==> src/rtl/instruction_fetch.sv <==
// Fetch stage: owns the PC, drives a synchronous-read instruction memory, buffers
// returned words in a 2-entry queue toward decode and handles redirects via a return-address stack.
module instruction_fetch #(
    parameter int ADDR_W = 10,
    parameter int INSTR_W = 19,
    parameter int STACK_DEPTH = 8,
    parameter logic [ADDR_W-1:0] RESET_PC = '0
) (
    input  logic                               clk,
    input  logic                               rst_n,
    output logic                               imem_en,
    output logic [ADDR_W-1:0]                  imem_addr,
    input  logic [INSTR_W-1:0]                 imem_rdata,
    output logic [INSTR_W-1:0]                 instr_out,
    output logic [ADDR_W-1:0]                  instr_pc,
    output logic                               instr_valid,
    input  logic                               instr_ready,
    input  logic                               redirect_valid,
    input  logic [ADDR_W-1:0]                  redirect_pc,
    input  logic [ADDR_W-1:0]                  redirect_target,
    input  logic                               call,
    input  logic                               ret,
    output logic [$clog2(STACK_DEPTH+1)-1:0]   stack_depth,
    output logic                               stack_overflow,
    output logic                               stack_underflow
);
    localparam int DEPTH_W = $clog2(STACK_DEPTH + 1);
    localparam int IDX_W = (STACK_DEPTH > 1) ? $clog2(STACK_DEPTH) : 1;

    // Handshake: a word moves to decode on a rising edge where instr_valid && instr_ready,
    // except in a redirect cycle, where the presented word is dropped instead.
    logic [ADDR_W-1:0]  pc;
    logic [ADDR_W-1:0]  fetch_pc;
    logic               inflight;
    logic [1:0]         q_count;
    logic               q_rd;
    logic               q_wr;
    logic [INSTR_W-1:0] q_data [2];
    logic [ADDR_W-1:0]  q_pc [2];
    logic [ADDR_W-1:0]  ras [STACK_DEPTH];

    logic               transfer;
    logic               issue;
    logic               push;
    logic               pop;
    logic               is_call;
    logic               is_ret;
    logic               stack_full;
    logic               stack_empty;
    logic [IDX_W-1:0]   push_idx;
    logic [IDX_W-1:0]   top_idx;
    logic [ADDR_W-1:0]  target;

    assign instr_valid = (q_count != 2'd0);
    assign instr_out   = q_data[q_rd];
    assign instr_pc    = q_pc[q_rd];
    assign imem_addr   = pc;

    assign transfer = instr_valid && instr_ready;
    // Outstanding work (queued + in flight) never exceeds the two queue slots.
    assign issue    = !redirect_valid && (((q_count + {1'b0, inflight}) < 2'd2) || transfer);
    assign imem_en  = rst_n && issue;
    assign push     = inflight && !redirect_valid;
    assign pop      = transfer && !redirect_valid;

    assign is_call     = redirect_valid && call;
    assign is_ret      = redirect_valid && ret && !call;
    assign stack_full  = (stack_depth == DEPTH_W'(STACK_DEPTH));
    assign stack_empty = (stack_depth == '0);
    assign push_idx    = IDX_W'(stack_depth);
    assign top_idx     = IDX_W'(stack_depth - DEPTH_W'(1));

    always_comb begin
        target = redirect_target;
        if (is_ret) begin
            target = stack_empty ? RESET_PC : ras[top_idx];
        end
    end

    always_ff @(posedge clk or negedge rst_n) begin
        if (!rst_n) begin
            pc              <= RESET_PC;
            fetch_pc        <= '0;
            inflight        <= 1'b0;
            q_count         <= 2'd0;
            q_rd            <= 1'b0;
            q_wr            <= 1'b0;
            q_data[0]       <= '0;
            q_data[1]       <= '0;
            q_pc[0]         <= '0;
            q_pc[1]         <= '0;
            stack_depth     <= '0;
            stack_overflow  <= 1'b0;
            stack_underflow <= 1'b0;
        end else begin
            // A fetch issued in a redirect cycle never happens, so clearing inflight marks stale data.
            inflight <= issue;
            if (issue) begin
                fetch_pc <= pc;
                pc       <= pc + ADDR_W'(1);
            end
            if (redirect_valid) begin
                pc      <= target;
                q_count <= 2'd0;
                q_rd    <= 1'b0;
                q_wr    <= 1'b0;
            end else begin
                if (push) begin
                    q_data[q_wr] <= imem_rdata;
                    q_pc[q_wr]   <= fetch_pc;
                    q_wr         <= ~q_wr;
                end
                if (pop) begin
                    q_rd <= ~q_rd;
                end
                q_count <= q_count + {1'b0, push} - {1'b0, pop};
            end
            if (is_call) begin
                if (stack_full) stack_overflow <= 1'b1;
                else            stack_depth <= stack_depth + DEPTH_W'(1);
            end
            if (is_ret) begin
                if (stack_empty) stack_underflow <= 1'b1;
                else             stack_depth <= stack_depth - DEPTH_W'(1);
            end
        end
    end

    always_ff @(posedge clk) begin
        if (is_call && !stack_full) begin
            ras[push_idx] <= redirect_pc + ADDR_W'(1);
        end
    end
endmodule

==> config.mk <==
export PLATFORM = sky130hd
export DESIGN_NAME = instruction_fetch
export DESIGN_NICKNAME = d
export VERILOG_FILES = /design/src/rtl/instruction_fetch.sv
export SDC_FILE = /design/constraint.sdc
export NUM_CORES = 1
export LEC_CHECK = 0
export CAP_MARGIN = 20
export CORE_ASPECT_RATIO = 0.75
export CORE_MARGIN = 3
export CORE_UTILIZATION = 25
export DETAILED_ROUTE_END_ITERATION = 12
export GPL_ROUTABILITY_DRIVEN = 0
export GPL_TIMING_DRIVEN = 1
export PLACE_DENSITY = 0.52
export SLEW_MARGIN = 20
export SYNTH_ARGS = -nofsm -noshare
export SYNTH_HDL_FRONTEND = slang
export SYNTH_SLANG_ARGS = --single-unit
==> constraint.sdc <==
create_clock -name clk -period 3.3 [get_ports clk]
set_input_delay 0.33 -clock clk [delete_from_list [all_inputs] [get_ports clk]]
set_output_delay 0.33 -clock clk [all_outputs]
set_load 0.03 [all_outputs]
* Word-level counts from Yosys, hierarchy flattened *
Memory sizes are Yosys's and may differ from the RTL's.
Index checks and enable logic that the tools add are counted.

operators by class
  order comparisons = 4
  reduce and logical (&&, ||, !) cells = 22
  bitwise gates (word level) = 5
  muxes and demuxes = 27
  eq/ne operators = 1
  add/subtract/negate cells = 7

operators with widths
  cell                   count
  $mux 10                8
  $mux 19                4
  $bwmux 38              1
  $add 10x1->10 const B  2
  $bwmux 20              1
  $demux 19 s1           1
  $mux 4                 4
  $demux 10 s1           1
  $logic_and 1x1->1      10
  $reduce_bool 2->1      4
  $mux 1                 6
  $reduce_and 2->1       3
  $add 2x1->2            2
  $add 4x1->4 const B    1
  $eq 4x4->1 const B     1
  $ge 2x2->1 const B     2
  $logic_not 4->1        1
  $not 1->2              2
  $sub 4x1->4 const B    1
  $logic_not 1->1        3
  $not 1->1              3
  $lt 2x1->1 const B     1
  $lt 2x2->1 const B     1
  $mux 2                 1
  other kinds (2)        2

storage, ports and cells
  RAM bits = 80
  memories kept = 1
  output and inout bits = 47
  word-level logic and storage cells = 80
  bits in registers = 89
  bits of input ports = 45

memory list
  name  words  bits a word  rd ports  clocked after Yosys merged registers in  wr ports  RTL line  text
  ras   8      10           1         0                                        1         40        logic [ADDR_W-1:0] ras [STACK_DEPTH];

* Logic depth before layout (Yosys ltp) *
  depth in word-level cells = 6
  gate-level depth with buffers = 9
  depth with buffers taken out = 8

* Worst setup path after synthesis *
OpenSTA, ideal clock, no wires.

  path type = register to register
  from = register stack_depth[0]
  to = memory ras[0][0] (enable)
  path buffers = 2
  library setup time = 390 ps
  path slack = 571 ps
  period minus slack after synthesis = 2729 ps
  cell stages (with the launch flop) = 8
  arrival = 2340 ps
  data required time = 2910 ps
  cell sequence = dfrtp_1 > buf_6 > buf_4 > inv_1 > ha_1 > a21oi_1 > nand2_1 > nor3_1

between the ends
  word-level cells in the longest chain between the ends = 5

ends and longest elaborated chain
  element                       RTL line  text
  start: declaration            23        output logic [$clog2(STACK_DEPTH+1)-1:0] stack_depth,
  start signal: assignment      120       else stack_depth <= stack_depth + DEPTH_W'(1);
  start signal: assignment      124       else stack_depth <= stack_depth - DEPTH_W'(1);
  $eq 4x4->1                    68        assign stack_full = (stack_depth == DEPTH_W'(STACK_DEPTH));
  $logic_not 1->1               130       if (is_call && !stack_full) begin
  $logic_and 1x1->1             130
  $mux 1                        130
  $mux 1 (implied by the code)  131       ras[push_idx] <= redirect_pc + ADDR_W'(1);
  end: declaration              40

Several ways; a longest one is shown, not always the timed one.

* Final worst setup path *
  from = register inflight
  to = output imem_en

between the ends
  word-level cells in the longest chain between the ends = 5

ends and longest elaborated chain
  element                   RTL line  text
  start: declaration        34        logic inflight;
  start signal: assignment  97        inflight <= issue;
  $add 2x1->2               61        assign issue = !redirect_valid && (((q_count + {1'b0, inflight}) < 2'd2) || transfer);
  $lt 2x2->1                61
  $logic_or 1x1->1          61
  $logic_and 1x1->1         61
  $logic_and 1x1->1         62        assign imem_en = rst_n && issue;
  end: declaration          11        output logic imem_en,

Every way passes these cells.

==> metrics.md <==
| Metric | Value |
|---|---|
| Slew @ Worst Pin | `0.930 ns` |
| Setup WS pre-CTS | `0.611 ns` |
| Grt total ovfl | `0` |
| TritonCTS Buffers | `17` |
| Critical Path Source | `inflight$_DFF_PN0_` |
| Clock-pin transition on the worst setup and hold timing paths | `0.08 ns` |
| Ranking of synthesized cells by area | `edfxtp_1, dfrtp_1, mux2_2` |
| Hpwl dp | `12.7 mm` |
| Hold Vio Cnt, Final | `0` |
| Worst R2R Start | `stack_depth[1]$_DFF_PN0_` |
| Count leader, synth | `dfrtp_1` |
| Post_cts resized | `0` |
| RSZ-0062 raised after global routing | `no` |
| Post-synth ARST share | `0.527` |
| Post-synth cell types | `56` |
| Post-Syn Nets | `527` |
| Final nets | `629` |
| Worst hold path class | `primary input to asynchronous set/reset pin` |
| Grt peak-use layer | `met2` |
| Worst endpoint required time | `2.97 ns` |
| Power, Total | `8000 uW` |
| Core box area | `0.0295 sq mm` |
| WS Path Type | `register to output pin` |
| Area Overhead vs Synth | `25.4%` |
| Die Footprint | `0.0325 sq mm` |
| Die Height | `157 um` |
| Worst VDD drop | `0.348 mV` |
| Number of diodes | `0` |
| Final setup fails | `0` |
| Largest family of logic cells by synthesized area | `multiplexers` |
| Post-synthesis sequential area ratio | `0.611` |
| Fmax | `372 MHz` |
| Htree depth | `4` |
| Post-synth top cells | `dfrtp_1, mux2_2, edfxtp_1, nand2_1, nand3_1` |
| Final Cycle Share | `0.815` |
| Die Span X | `207 um` |
| Status | `finished clean` |
| GR Util met2 | `0.180` |
| GRT Total Usage | `0.113` |
| First-pass GRT wire length | `28.1 mm` |
| Top FF cell, synth | `dfrtp_1` |
| Minimum clock period | `2.69 ns` |
| Multiplexer share of the synthesized area | `0.219` |
| Static Leak | `0.00358 uW` |
| Setup WS post-layout | `0.609 ns` |
| 1st-iter DRT viols | `227` |
| DRC violations left | `0` |
| Vias per cell | `4.53` |
| Vias in the first global route | `4830` |
| Critical Path Source Type | `register` |
| Largest net degree at the start of global routing | `53` |
| Initial antenna violation count | `0` |
| Cts-stage hold buffer count | `0` |
| FP Rows | `54` |
| Simple-gate share of the synthesized area | `0.0581` |
| Hold Worst Slack | `0.0196 ns` |
| Reg area | `0.00463 sq mm` |
| PwrDens | `841 mW/mm^2` |
| M3 GR Usage | `0.0275` |
| Max-slew violations | `0` |
| Post-Synth XOR/XNOR Area | `0.0233` |
| WP data arrival | `2.36 ns` |
| ANT nets after route | `0` |
| Setup_tns | `0 ns` |
| Post-CTS Setup Bufs | `0` |
| MaxCap Viol Count | `0` |
| Post-synth EDFFs | `80` |
| FILL cells | `2936` |
| Post-synthesis compound-gate area fraction | `0.0469` |
| Clk sinks | `169` |
| Post-Syn Area per Cell | `16.0 sq um` |
| Slew headroom | `0.379` |
| I/O pin count | `92` |
| CTS tree | `yes` |
| Layout cell share with drive strength beyond 1 | `0.288` |
| Clock Tree Root | `clkbuf_16` |
| Top cell type's share of synthesized area | `0.317` |
| Post-layout util | `0.323` |
| Drt first pass iters | `4` |
| Synth Instances | `475` |
| Yosys warnings | `0` |
| Clk Latency, worst-skew pair | `0.43 ns` |
| Crit-path max FO | `6` |
| Initial core utilization | `0.257` |
| Area taken by multi-input logic gates | `0.00273 sq mm` |
| Port Buffers | `91` |
| Yosys reg bits | `169` |
| Final Skew | `0.0208 ns` |
| Cell area after synthesis | `0.00758 sq mm` |
| Wire per inst | `18.5 um` |
| CP Capture Type | `output pin` |
| Clock Path Buffers | `2` |
| Met1 Track Usage GR | `0.152` |
| Via count | `4450` |
| Worst reg2reg path depth | `7` |
| Adder-Cell Fraction of Synth Area | `0.0116` |
| Synth area leader | `edfxtp_1` |
| Detailed Route WL | `18.2 mm` |
[placed cells by master (no fill, tap or decap), types with 3 or more instances in the layout]
cell type / count
clkdlybuf4s50_1: 90
dfrtp_1: 89
mux2_2: 88
edfxtp_1: 80
nand2_1: 19
clkbuf_16: 18
buf_4: 17
nand3_1: 15
xnor2_1: 14
inv_1: 11
nor2_1: 11
mux4_2: 11
mux4_1: 9
mux2_4: 9
and3_1: 8
a21oi_1: 7
o211ai_1: 7
ha_1: 7
mux2i_1: 5
inv_6: 5
nand4_1: 4
xor2_1: 3
nand3b_1: 3
o21ai_0: 3
nor3_1: 3
a31oi_1: 3
a32oi_1: 3
a211o_1: 3
and4_1: 3
clkinv_2: 3
[layer usage]
metal	part of all wire	vias to the layer above
li1	-	2013
met1	0.48	2336
met2	0.47	89
met3	0.038	12
met4	0.014	0
met5	0	-
[path summary, 6_finish.rpt]
path | end | slack, ns
min in group clk | stack_overflow$_DFFE_PN0P_ | 0.46
max reg2reg | imem_addr[1]$_DFFE_PN0P_ | 0.81
max | imem_en | 0.61
min reg2reg | stack_overflow$_DFFE_PN0P_ | 0.46
min | imem_addr[8]$_DFFE_PN0P_ | 0.02
max in group asynchronous | q_pc[10]$_DFFE_PN0P_ | 2.18
[per-stage QoR]
stage | cells | area, sq um
after floorplan | 475 | 7580
after global placement | 950 | 8940
after detailed placement | 950 | 8940
after CTS | 982 | 9510
after global routing | 982 | 9510
final | 982 | 9510
[cell families after synthesis]
group                      Yosys count
buffers and inverters               36
muxes                              122
xor gates and xnor gates            18
and+or+nand+nor                     81
adders and majority gates            7
DFF                                169
AOI/OAI and AO/OA                   42
[flip-flops by register name (all words and copies together) (netlist names)]
| signal | count |
|---|---|
| stack_depth | 4 |
| q_pc | 20 |
| q_wr | 1 |
| q_data | 38 |
| q_rd | 1 |
| stack_overflow | 1 |
| fetch_pc | 10 |
| stack_underflow | 1 |
| inflight | 1 |
| q_count | 2 |
| imem_addr | 10 |
| ras | 80 |
[layout make-up]
class                      count  area share
clock buffer                  19      0.0478
clock inverter                13      0.0117
inverter                      11     0.00434
multi-input combinational    270       0.287
sequential                   169       0.487
tap                          392      0.0516
timing repair buffer         108       0.110
[power breakdown]
| group | total, uW | switching (uW) | internal (uW) |
|---|---|---|---|
| Sequential | 3070 | 341 | 2730 |
| Combinational | 3010 | 1540 | 1470 |
| Clock | 1920 | 888 | 1030 |
[critical path, cell delays in order (launching register included)]
cell             delay [ns]
dfrtp_1                0.46
and4bb_4               0.28
a21oi_2                0.26
and3_1                 0.24
clkdlybuf4s50_1        0.70
(Power assumes the default switching activity.)
